--- src/rtl/shiftadd_pkg.sv ---
// Shared types and constants for the parametrised shift-add / Booth MAC.
package shiftadd_pkg;

    // Default operand width and number of accumulator guard bits above 2N.
    localparam int DEF_N     = 8;
    localparam int ACC_GUARD = 4;

    // Controller states; the encoding is also exported on the debug port.
    typedef enum logic [1:0] {
        ST_IDLE = 2'd0,
        ST_RUN  = 2'd1,
        ST_DONE = 2'd2
    } state_t;

    // Booth pair {q[0], q_-1} encodings.
    localparam logic [1:0] BOOTH_NOP0 = 2'b00;
    localparam logic [1:0] BOOTH_ADD  = 2'b01;
    localparam logic [1:0] BOOTH_SUB  = 2'b10;
    localparam logic [1:0] BOOTH_NOP1 = 2'b11;

endpackage

--- src/rtl/shiftadd_mac_param_booth_step.sv ---
// One combinational multiply iteration: conditional add/subtract of the
// multiplicand into the N+1-bit upper register, then a one-bit right shift
// of {upper, q}. Unsigned mode shifts in a zero, signed (Booth) mode shifts
// in the sign so the upper register stays a valid two's-complement value.
module booth_step
    import shiftadd_pkg::*;
#(
    parameter int N = DEF_N
) (
    input  logic         signed_mode,
    input  logic [N:0]   a_in,
    input  logic [N-1:0] q_in,
    input  logic         qm1_in,
    input  logic [N-1:0] b_in,
    output logic [N:0]   a_out,
    output logic [N-1:0] q_out,
    output logic         qm1_out
);

    logic [N:0] b_ext;
    logic [N:0] sum;
    logic [1:0] pair;

    // Add/subtract decision followed by the shift of {upper, q}.
    always_comb begin
        b_ext = signed_mode ? {b_in[N-1], b_in} : {1'b0, b_in};
        pair  = {q_in[0], qm1_in};
        sum   = a_in;
        if (signed_mode) begin
            case (pair)
                BOOTH_ADD: sum = a_in + b_ext;
                BOOTH_SUB: sum = a_in - b_ext;
                default:   sum = a_in;
            endcase
        end else if (q_in[0]) begin
            // Upper register is < 2^N here, so N+1 bits hold the carry.
            sum = a_in + b_ext;
        end
        a_out   = {(signed_mode & sum[N]), sum[N:1]};
        q_out   = {sum[0], q_in[N-1:1]};
        qm1_out = q_in[0];
    end

endmodule

--- src/rtl/shiftadd_mac_param.sv ---
// Sequential N-bit multiplier (unsigned shift-add or signed Booth) with an
// optional accumulate into a guarded ACC_W-bit accumulator and a sticky
// overflow flag. Handshake: start is sampled only when busy=0 (IDLE or DONE);
// busy is high for the N iteration cycles; stop pulses for one cycle after
// the result edge, and a start seen in that DONE cycle chains the next op.
// N must be >= 2 and ACC_W >= 2*N.
module shiftadd_mac_param
    import shiftadd_pkg::*;
#(
    parameter int N     = DEF_N,
    parameter int ACC_W = 2*N + ACC_GUARD
) (
    input  logic             clk,
    input  logic             reset,
    input  logic             start,
    input  logic             signed_mode,
    input  logic             acc_en,
    input  logic             acc_clr,
    input  logic [N-1:0]     b_in,
    input  logic [N-1:0]     q_in,
    output logic             busy,
    output logic             stop,
    output logic [2*N-1:0]   a_out,
    output logic [ACC_W-1:0] acc_out,
    output logic             ovf,
    output logic [1:0]       dbg_state
);

    localparam int CNT_W = $clog2(N + 1);

    state_t             state_q, state_d;
    logic [CNT_W-1:0]   cnt_q, cnt_d;
    logic [N-1:0]       b_q, b_d;
    logic [N:0]         a_q, a_d;
    logic [N-1:0]       q_q, q_d;
    logic               qm1_q, qm1_d;
    logic               sgn_q, sgn_d;
    logic               acc_en_q, acc_en_d;
    logic [2*N-1:0]     a_out_q, a_out_d;
    logic [ACC_W-1:0]   acc_q, acc_d;
    logic               ovf_q, ovf_d;

    logic [N:0]         step_a;
    logic [N-1:0]       step_q;
    logic               step_qm1;
    logic [2*N-1:0]     prod;
    logic [ACC_W-1:0]   prod_ext;
    logic [ACC_W-1:0]   acc_base;
    logic               ovf_base;
    logic [ACC_W:0]     acc_sum;
    logic               add_ovf;

    booth_step #(.N(N)) u_step (
        .signed_mode (sgn_q),
        .a_in        (a_q),
        .q_in        (q_q),
        .qm1_in      (qm1_q),
        .b_in        (b_q),
        .a_out       (step_a),
        .q_out       (step_q),
        .qm1_out     (step_qm1)
    );

    // Next-state logic: start acceptance, iteration, result and accumulate.
    always_comb begin
        state_d  = state_q;
        cnt_d    = cnt_q;
        b_d      = b_q;
        a_d      = a_q;
        q_d      = q_q;
        qm1_d    = qm1_q;
        sgn_d    = sgn_q;
        acc_en_d = acc_en_q;
        a_out_d  = a_out_q;

        // acc_clr is applied first so a coinciding accumulate adds into zero.
        acc_base = acc_clr ? '0 : acc_q;
        ovf_base = acc_clr ? 1'b0 : ovf_q;
        acc_d    = acc_base;
        ovf_d    = ovf_base;

        prod     = {step_a[N-1:0], step_q};
        prod_ext = sgn_q ? ACC_W'($signed(prod)) : ACC_W'(prod);
        acc_sum  = {1'b0, acc_base} + {1'b0, prod_ext};
        add_ovf  = sgn_q ? ((acc_base[ACC_W-1] == prod_ext[ACC_W-1]) &&
                            (acc_sum[ACC_W-1] != acc_base[ACC_W-1]))
                         : acc_sum[ACC_W];

        case (state_q)
            ST_IDLE, ST_DONE: begin
                if (start) begin
                    b_d      = b_in;
                    q_d      = q_in;
                    sgn_d    = signed_mode;
                    acc_en_d = acc_en;
                    a_d      = '0;
                    qm1_d    = 1'b0;
                    cnt_d    = CNT_W'(N);
                    state_d  = ST_RUN;
                end else begin
                    state_d  = ST_IDLE;
                end
            end
            ST_RUN: begin
                a_d   = step_a;
                q_d   = step_q;
                qm1_d = step_qm1;
                cnt_d = cnt_q - CNT_W'(1);
                if (cnt_q == CNT_W'(1)) begin
                    a_out_d = prod;
                    if (acc_en_q) begin
                        acc_d = acc_sum[ACC_W-1:0];
                        ovf_d = ovf_base | add_ovf;
                    end
                    state_d = ST_DONE;
                end
            end
            default: state_d = ST_IDLE;
        endcase
    end

    // State and datapath registers; reset aborts any operation in flight.
    always_ff @(posedge clk or negedge reset) begin
        if (!reset) begin
            state_q  <= ST_IDLE;
            cnt_q    <= '0;
            b_q      <= '0;
            a_q      <= '0;
            q_q      <= '0;
            qm1_q    <= 1'b0;
            sgn_q    <= 1'b0;
            acc_en_q <= 1'b0;
            a_out_q  <= '0;
            acc_q    <= '0;
            ovf_q    <= 1'b0;
        end else begin
            state_q  <= state_d;
            cnt_q    <= cnt_d;
            b_q      <= b_d;
            a_q      <= a_d;
            q_q      <= q_d;
            qm1_q    <= qm1_d;
            sgn_q    <= sgn_d;
            acc_en_q <= acc_en_d;
            a_out_q  <= a_out_d;
            acc_q    <= acc_d;
            ovf_q    <= ovf_d;
        end
    end

    assign busy      = (state_q == ST_RUN);
    assign stop      = (state_q == ST_DONE);
    assign a_out     = a_out_q;
    assign acc_out   = acc_q;
    assign ovf       = ovf_q;
    assign dbg_state = state_q;

endmodule

--- config.mk ---
export PLATFORM = sky130hd
export DESIGN_NAME = shiftadd_mac_param
export DESIGN_NICKNAME = d
export VERILOG_FILES = /design/src/rtl/shiftadd_pkg.sv /design/src/rtl/shiftadd_mac_param_booth_step.sv /design/src/rtl/shiftadd_mac_param.sv
export SDC_FILE = /design/constraint.sdc
export NUM_CORES = 1
export LEC_CHECK = 0
export ABC_AREA = 1
export BUFFER_PORTS_ARGS = -buffer_cell sky130_fd_sc_hd__buf_2
export CAP_MARGIN = 20
export CORE_MARGIN = 5
export CORE_UTILIZATION = 25
export DETAILED_ROUTE_END_ITERATION = 6
export PLACE_DENSITY = 0.43
export SYNTH_ARGS = -nofsm -noshare
export SYNTH_HDL_FRONTEND = slang
export SYNTH_HIERARCHICAL = 1
export SYNTH_SLANG_ARGS = --single-unit
export TNS_END_PERCENT = 20
--- constraint.sdc ---
create_clock -name clk -period 3.9 [get_ports clk]
set_input_delay 0.195 -clock clk [delete_from_list [all_inputs] [get_ports clk]]
set_output_delay 0.195 -clock clk [all_outputs]
set_load 0.05 [all_outputs]
==> results.sh, run 1 <==
export IMPL_clk_pin_slew_ns=0.07
export IMPL_r2r_slack_ns=0.47
export IMPL_relSlewSlack_pct=48.32
export IMPL_cts_tree="yes"
export IMPL_r2r_cells=20
export IMPL_fin_crit_sh_pct=87.92
export IMPL_clock_latency_ns=0.35
export IMPL_root_buffer="clkbuf_16"
export IMPL_clock_fmax_ghz=0.2916
export IMPL_cts_buffer_depth=2
export IMPL_ir_drop_mv=0.3329
export IMPL_htree_levels=3
export IMPL_fill_cells=2458
export IMPL_synth_compound_area_share_pct=11.22
export IMPL_initial_core_util_pct=25.40
export IMPL_status="finished, final reports clean"
export IMPL_routabilityCongestion=0.8201
export IMPL_globalRouteMet2Util_pct=21.85
export IMPL_cpMaxStageDelayCell="dfrtp_1"
export IMPL_slew_viol_final=0
export IMPL_first_global_vias=5230
export IMPL_hp_class="in2reg"
export IMPL_worstSetupStartpointType="register"
export IMPL_syn_nets=867
export IMPL_r2r_end="acc_out[17]"
export IMPL_ios=63
export IMPL_r2r_start="a_q[1]"
export IMPL_cts_resized=0
export IMPL_fin_nets=917
export IMPL_postRouteAntennaNets=0
export IMPL_area_delta_synth_final_pct=15.62
export IMPL_rsz0062_at_grt="no"
export IMPL_cts_made_buffers=9
export IMPL_synth_seq_cells=71
export IMPL_dp_hpwl_mm=12.91
export IMPL_drc=0
export IMPL_grt_max_degree=72
export IMPL_crit_fanout=6
export IMPL_grt_busiest_layer="met2"
export IMPL_yosys_warnings=6
export IMPL_post_cts_buffers=0
export IMPL_cts_num_sinks=71
export IMPL_syn_mean_instance_area_um2=6.913
export IMPL_finalCriticalPeriod_ns=3.429
export IMPL_yosysSeqAreaShare_pct=32.05
export IMPL_drt_total_wl_mm=17.14
export IMPL_grt_use_met3_pct=2.151
export IMPL_finalHoldViolCount=0
export IMPL_routedWlPerCell_um=15.07
export IMPL_numPortBuffers=62
export IMPL_grtUsageMet1_pct=19.55
export IMPL_drt_iter0_drc=258
export IMPL_fin_skew_ns=0.009508
export IMPL_end_kind="register"
export IMPL_syn_cell_area_mm2=0.005544
export IMPL_grt_overflow=0
export IMPL_synth_xor_area_share_pct=2.370
export IMPL_synthMuxAreaShare_pct=0.5416
export IMPL_grt_pass1_wl_mm=28.37
export IMPL_die_h_um=158.9
export IMPL_dieArea_mm2=0.02525
export IMPL_antenna_cells=0
export IMPL_netlist_instances=802
export IMPL_crit_chain="inv_1 > fa_1 > nand3b_1 > nand2_2 > nand2_2 > nand2_1 > nand2_2 > nand3_2 > nand3_1 > nand2_1 > nand2_1 > buf_4 > ha_1 > nand2_2 > nor3_1 > nand4_1 > nand3_1 > nand2_1 > nand3_1 > o21ai_0"
export IMPL_synthAdderAreaFrac_pct=10.11
export IMPL_fin_setup_tns_ns=0
export IMPL_required_ns=4.13
export IMPL_critical_path_class="reg2reg"
export IMPL_antenna_found_initial=0
export IMPL_synth_top_family_by_area="simple AND/OR/NAND/NOR gates"
export IMPL_worstPathArrival_ns=3.66
export IMPL_crit_start="a_q[1]"
export IMPL_grt_usage_pct=13.80
export IMPL_drv_cap=0
export IMPL_vias=5032
export IMPL_power_density_mw_per_mm2=914.0
export IMPL_synth_simple_area_share_pct=32.00
export IMPL_drt_first_pass_iters=5
export IMPL_rows=54
export IMPL_via_per_inst=4.426
export IMPL_worst_slew_pin_slew_ns=0.7744
export IMPL_whs_ns=0.03655
export IMPL_cpPeakStageDelay_ns=0.48
export IMPL_power_leakage_nw=3.480
export IMPL_finish_utilization_pct=29.37
export IMPL_core_mm2=0.02182
export IMPL_crit_end="acc_out[17]"
export IMPL_fp_dieW_um=158.9
export IMPL_setup_violations=0
export IMPL_drive_gt1_share_pct=15.52
export IMPL_yosysUniqueCellTypes=43
-- sequential cells by signal, summed over array words and instances (netlist names) --
signal	flops
cnt_q	4
acc_out	20
dbg_state	2
a_q	9
a_out	16
acc_en_q	1
ovf	1
b_q	8
sgn_q	1
q_q	8
qm1_q	1
-- cells by family (layout without fill, tap and decap cells) --
kind of cell | after synthesis | after routing
AO/OA/AOI/OAI | 111 | 111
flip-flops | 71 | 71
buffers and inverters | 151 | 206
multiplexers | 3 | 3
XOR/XNOR | 15 | 15
AND/OR/NAND/NOR | 408 | 408
adder cells (fa/ha/maj) | 43 | 43
-- where the power goes --
group | switching (mW) | leakage, nW | internal [mW]
logic | 2.55 | 2.42 | 1.14
registers | 0.254 | 0.906 | 1.01
clock network | 0.372 | 0.152 | 0.525
-- cell usage in the layout (no fill, tap or decap), drive strengths merged --
cell and n:
nor2 48, nand2 273, nand4 7, a21oi 43
nand3 67, o22ai 3, fa 3, bufinv 1
xor2 8, mux2i 3, o21a 1, ha 40
clkinvlp 1, nand3b 4, nor2b 1, nor3 4
and2 4, clkinv 4, clkbuf 10, a211oi 1
xnor2 7, o21bai 3, dlygate4sd3 1, inv 119
o211ai 2, buf 70, dfrtp 71, a2bb2oi 1
a211o 1, o21ai 56
-- what timing repair did --
item,4_1_cts,5_1_grt
hold buffers,0,1
setup endpoints to repair,0,0
hold endpoints to repair,0,26
-- area by class of cell --
cell class                 count  area (µm²)  area share (%)
multi-input combinational    580        3118           48.64
sequential                    71        1777           27.72
inverter                     119       447.9           6.988
timing repair buffer          71       402.9           6.285
tap                          280       350.3           5.466
clock buffer                  10       239.0           3.728
clock inverter                 6       75.07           1.171
-- Yosys cell counts --
cell type | number | area share [%]
nand2_1 | 261 | 18
inv_1 | 104 | 7.0
dfrtp_1 | 71 | 32
nand3_1 | 64 | 5.8
ha_1 | 40 | 9.0
nor2_1 | 38 | 2.6
a21oi_1 | 37 | 3.3
o21ai_0 | 33 | 3.0
o21ai_1 | 21 | 1.9
buf_4 | 11 | 1.5
inv_2 | 11 | 0.74
nand2_2 | 11 | 1.2
buf_2 | 8 | 0.72
clkbuf_1 | 8 | 0.54
xor2_1 | 8 | 1.3
nand4_1 | 7 | 0.79
nor2_2 | 7 | 0.79
xnor2_1 | 7 | 1.1
a21oi_2 | 5 | 0.79
and2_1 | 4 | 0.45
buf_6 | 4 | 0.81
nand3b_1 | 4 | 0.54
clkinv_1 | 3 | 0.20
fa_1 | 3 | 1.1
mux2i_1 | 3 | 0.54
nand3_2 | 3 | 0.54
o21bai_1 | 3 | 0.41
o22ai_1 | 3 | 0.34
nor2_4 | 2 | 0.41
nor3_1 | 2 | 0.18
nor3_2 | 2 | 0.36
o211ai_1 | 2 | 0.27
o21ai_2 | 2 | 0.32
a211o_1 | 1 | 0.16
a211oi_1 | 1 | 0.14
a21oi_4 | 1 | 0.29
a2bb2oi_1 | 1 | 0.16
buf_1 | 1 | 0.068
clkinv_2 | 1 | 0.090
nand2_4 | 1 | 0.20
nor2_8 | 1 | 0.36
nor2b_1 | 1 | 0.11
o21a_1 | 1 | 0.14
-- worst max-delay path: cells and delay by family, from the launching register on --
kind                       cells  cell delay [ns]
AOI/OAI and AO/OA              1             0.09
and+or+nand+nor               15             1.66
buffers and inverters          2             0.27
DFF                            1             0.48
adders and majority gates      2             0.81
-- routing by layer --
layer  share of wire (%)  wire, µm
met1                  52      8896
met2                  44      7524
met5                   0         0
met4                 1.7       297
met3                 2.5       420
-- worst min-delay path by stage --
stage	startpoint	to	slack [ns]	cells after the start
floorplan	reset	a_out[0]	-0.10	0
global placement	acc_en	acc_en_q	0.39	3
detailed placement	acc_en	acc_en_q	0.39	3
CTS	acc_en	acc_en_q	0.03	3
global route	b_in[5]	b_q[5]	0.05	3
finish	acc_en	acc_en_q	0.04	3
-- metrics by stage --
stage / cell area [µm²] / worst slack, ns / std cells / power (mW)
final: 6410 / 0.4710 / 1137 / 5.859
after global routing: 6410 / 0.1223 / 1137 / 6.449
after CTS: 6372 / 0.4436 / 1135 / 5.941
after detailed placement: 6058 / 0.4428 / 1119 / 5.004
after global placement: 6058 / 0.4776 / 1119 / 5.040
after floorplan: 5544 / 0.9701 / 802 / 4.096
(Power assumes the default switching activity.)
==> inputs of run 2 (changes only) <==
- ABC_AREA: 1 -> default
==> run 2 against run 1 <==
Effect of this change: utilization rose by 2.7 points; highest routed layer unchanged; area after synthesis is 9.5% lower; die area shrank 8.9%.
==> results.sh, run 2 <==
export IMPL_area_delta_synth_final_pct=25.21
export IMPL_syn_nets=652
export IMPL_grt_max_degree=72
export IMPL_via_per_inst=4.719
export IMPL_syn_cell_area_mm2=0.005017
export IMPL_postRouteAntennaNets=0
export IMPL_fp_dieW_um=151.7
export IMPL_clock_fmax_ghz=0.2706
export IMPL_rows=51
export IMPL_critical_path_class="reg2reg"
export IMPL_power_leakage_nw=3.063
export IMPL_synth_seq_cells=71
export IMPL_drt_first_pass_iters=7
export IMPL_largest_reg_flops=20
export IMPL_yosys_warnings=6
export IMPL_vias=4436
export IMPL_die_h_um=151.7
export IMPL_drc=0
export IMPL_cts_num_sinks=71
export IMPL_r2r_cells=18
export IMPL_cts_tree="yes"
export IMPL_yosysSeqAreaShare_pct=35.41
export IMPL_async_flop_share_pct=100.0
export IMPL_crit_fanout=5
export IMPL_r2r_slack_ns=0.20
export IMPL_root_buffer="clkbuf_16"
export IMPL_synth_edff_count=0
export IMPL_dp_hpwl_mm=11.10
export IMPL_drt_total_wl_mm=14.76
export IMPL_status="finished, final reports clean"
export IMPL_routabilityCongestion=0.8575
export IMPL_relSlewSlack_pct=39.70
export IMPL_worstSetupStartpointType="register"
export IMPL_dr_wl_met2_mm=7.282
export IMPL_r2r_start="b_q[0]"
export IMPL_wl_met3_um=489
export IMPL_cts_buffer_depth=2
export IMPL_setup_violations=0
export IMPL_grt_usage_pct=13.32
export IMPL_stdcell_count=940
export IMPL_fill_cells=2076
export IMPL_crit_end="ovf"
export IMPL_hp_class="in2reg"
export IMPL_multi_input_area_mm2=0.003079
export IMPL_drv_cap=0
export IMPL_finish_utilization_pct=32.07
export IMPL_clock_latency_ns=0.35
export IMPL_cts_made_buffers=9
export IMPL_yosysUniqueCellTypes=70
export IMPL_r2r_end="ovf"
export IMPL_grt_overflow=0
export IMPL_antenna_found_initial=0
export IMPL_fin_crit_sh_pct=94.75
export IMPL_power_density_mw_per_mm2=902.4
export IMPL_drive_gt1_share_pct=23.70
export IMPL_worst_slew_pin_slew_ns=0.9035
export IMPL_final_cell_mix="130 x nand2_1, 71 x dfrtp_1, 61 x buf_2"
export IMPL_grt_pass1_wl_mm=24.14
export IMPL_dp_cells=916
export IMPL_synthMostInstantiatedCell="nand2_1"
export IMPL_initial_core_util_pct=25.61
export IMPL_rsz0062_at_grt="yes"
export IMPL_crit_start="b_q[0]"
export IMPL_core_mm2=0.01959
export IMPL_dr_max_layer_used="met4"
export IMPL_ir_drop_mv=0.2150
export IMPL_end_kind="register"
export IMPL_required_ns=4.11
export IMPL_synth_commonest_cells="132 x nand2_1, 71 x dfrtp_1, 40 x ha_1"
export IMPL_yosysTopAreaCellShare_pct=35.41
export IMPL_first_global_vias=4640
export IMPL_slew_viol_final=0
export IMPL_routedWlPerCell_um=15.70
export IMPL_mostFrequentLayoutCell="nand2_1"
export IMPL_synth_ff_type="dfrtp_1"
export IMPL_numPortBuffers=62
export IMPL_worstPathArrival_ns=3.91
export IMPL_finalHoldViolCount=0
export IMPL_dieArea_mm2=0.02300
export IMPL_htree_levels=3
export IMPL_yosysTopAreaCell="dfrtp_1"
export IMPL_ios=63
export IMPL_antenna_cells=0
export IMPL_clk_pin_slew_ns=0.06
export IMPL_netlist_instances=587
export IMPL_drt_iter0_drc=304
export IMPL_finalCriticalPeriod_ns=3.695
export IMPL_syn_mean_instance_area_um2=8.547
export IMPL_fin_skew_ns=0.007705
export IMPL_whs_ns=0.04342
export IMPL_seqCellArea_mm2=0.001777
export IMPL_yosys_top_cells_area="dfrtp_1 35%, ha_1 10%, nand2_1 9.9%, nor2b_1 3.2%, xnor2_1 3.1%"
export IMPL_fin_nets=735
export IMPL_wl_met1_mm=6.788
[run 2: cell count changes after synthesis, sizes merged, moves of 11 or more]
cell   previous run  this run
nor2             48        24
nand3            67         7
nand2           273       133
xnor2             7        18
inv             115        36
o21ai            56        41
a21oi            43        26
nor2b             1        27
[run 2: cell type report]
cell class / count / share of cell area [%]
repair buffers: 101 / 9.998
clock buffers: 9 / 3.585
inverters: 37 / 2.211
multi-input cells: 450 / 49.01
well taps: 265 / 5.278
flip-flops and latches: 71 / 28.28
clock inverters: 7 / 1.633
[run 2: stage by stage]
stage / setup WS [ns] / TNS [ns] / total power, mW / area [µm²]
after global routing: -0.05293 / -0.09154 / 6.128 / 6282
final: 0.2046 / 0 / 5.669 / 6282
after detailed placement: 0.003118 / 0 / 4.558 / 5738
after global placement: 0.08683 / 0 / 4.558 / 5738
after CTS: 0.01821 / 0 / 5.568 / 6087
after floorplan: 0.3621 / 0 / 3.578 / 5017
[run 2: power by group]
part | switching (mW) | internal, mW | leakage (nW)
Clock | 0.355 | 0.567 | 0.157
Sequential | 0.203 | 0.989 | 0.923
Combinational | 2.14 | 1.41 | 1.98
Total | 2.70 | 2.97 | 3.06
[run 2: worst min path at each step]
stage / slack [ns] / startpoint / endpoint / cells past startpoint
after floorplan: -0.10 / reset / a_out[0] / 0
after global placement: 0.39 / b_in[7] / b_q[7] / 3
after detailed placement: 0.39 / b_in[5] / b_q[5] / 3
after CTS: 0.03 / signed_mode / sgn_q / 3
after global routing: 0.05 / signed_mode / sgn_q / 3
final: 0.04 / signed_mode / sgn_q / 3
[run 2: cells by family after synthesis]
kind of cell	count (synthesis)	synth area share, %
compound gates	155	22.15
xor+xnor	22	3.840
fa+ha+maj	43	11.17
buf+inv	66	5.985
flops	71	35.41
mux	7	1.496
simple gates	223	19.95
[run 2: timing repair]
action                                 4_1_cts  5_1_grt
setup endpoints to repair                    2        8
hold buffers                                 0        1
pin swaps                                    1        8
resized for setup                            1       25
endpoints found under the hold margin        0       22
buffers inserted                             2        4
[run 2: routing by layer]
layer	track usage, %	vias to the layer above
met5	0	-
met4	3.998	0
met3	2.617	15
met2	22.89	69
met1	16.94	2140
li1	-	2212
[run 2: critical path, stage by stage, from the launching register on]
cell and delay [ns]:
dfrtp_1 0.39, ha_1 0.18, inv_1 0.06, fa_2 0.37
o21bai_1 0.17, a21oi_2 0.12, buf_4 0.15, xnor2_1 0.12
nor2_1 0.10, a21oi_1 0.04, o21ai_0 0.37, ha_1 0.35
a21oi_1 0.16, o21ai_1 0.09, a21o_1 0.18, a31oi_4 0.18
a31oi_2 0.14, o41ai_2 0.29, a22oi_1 0.10
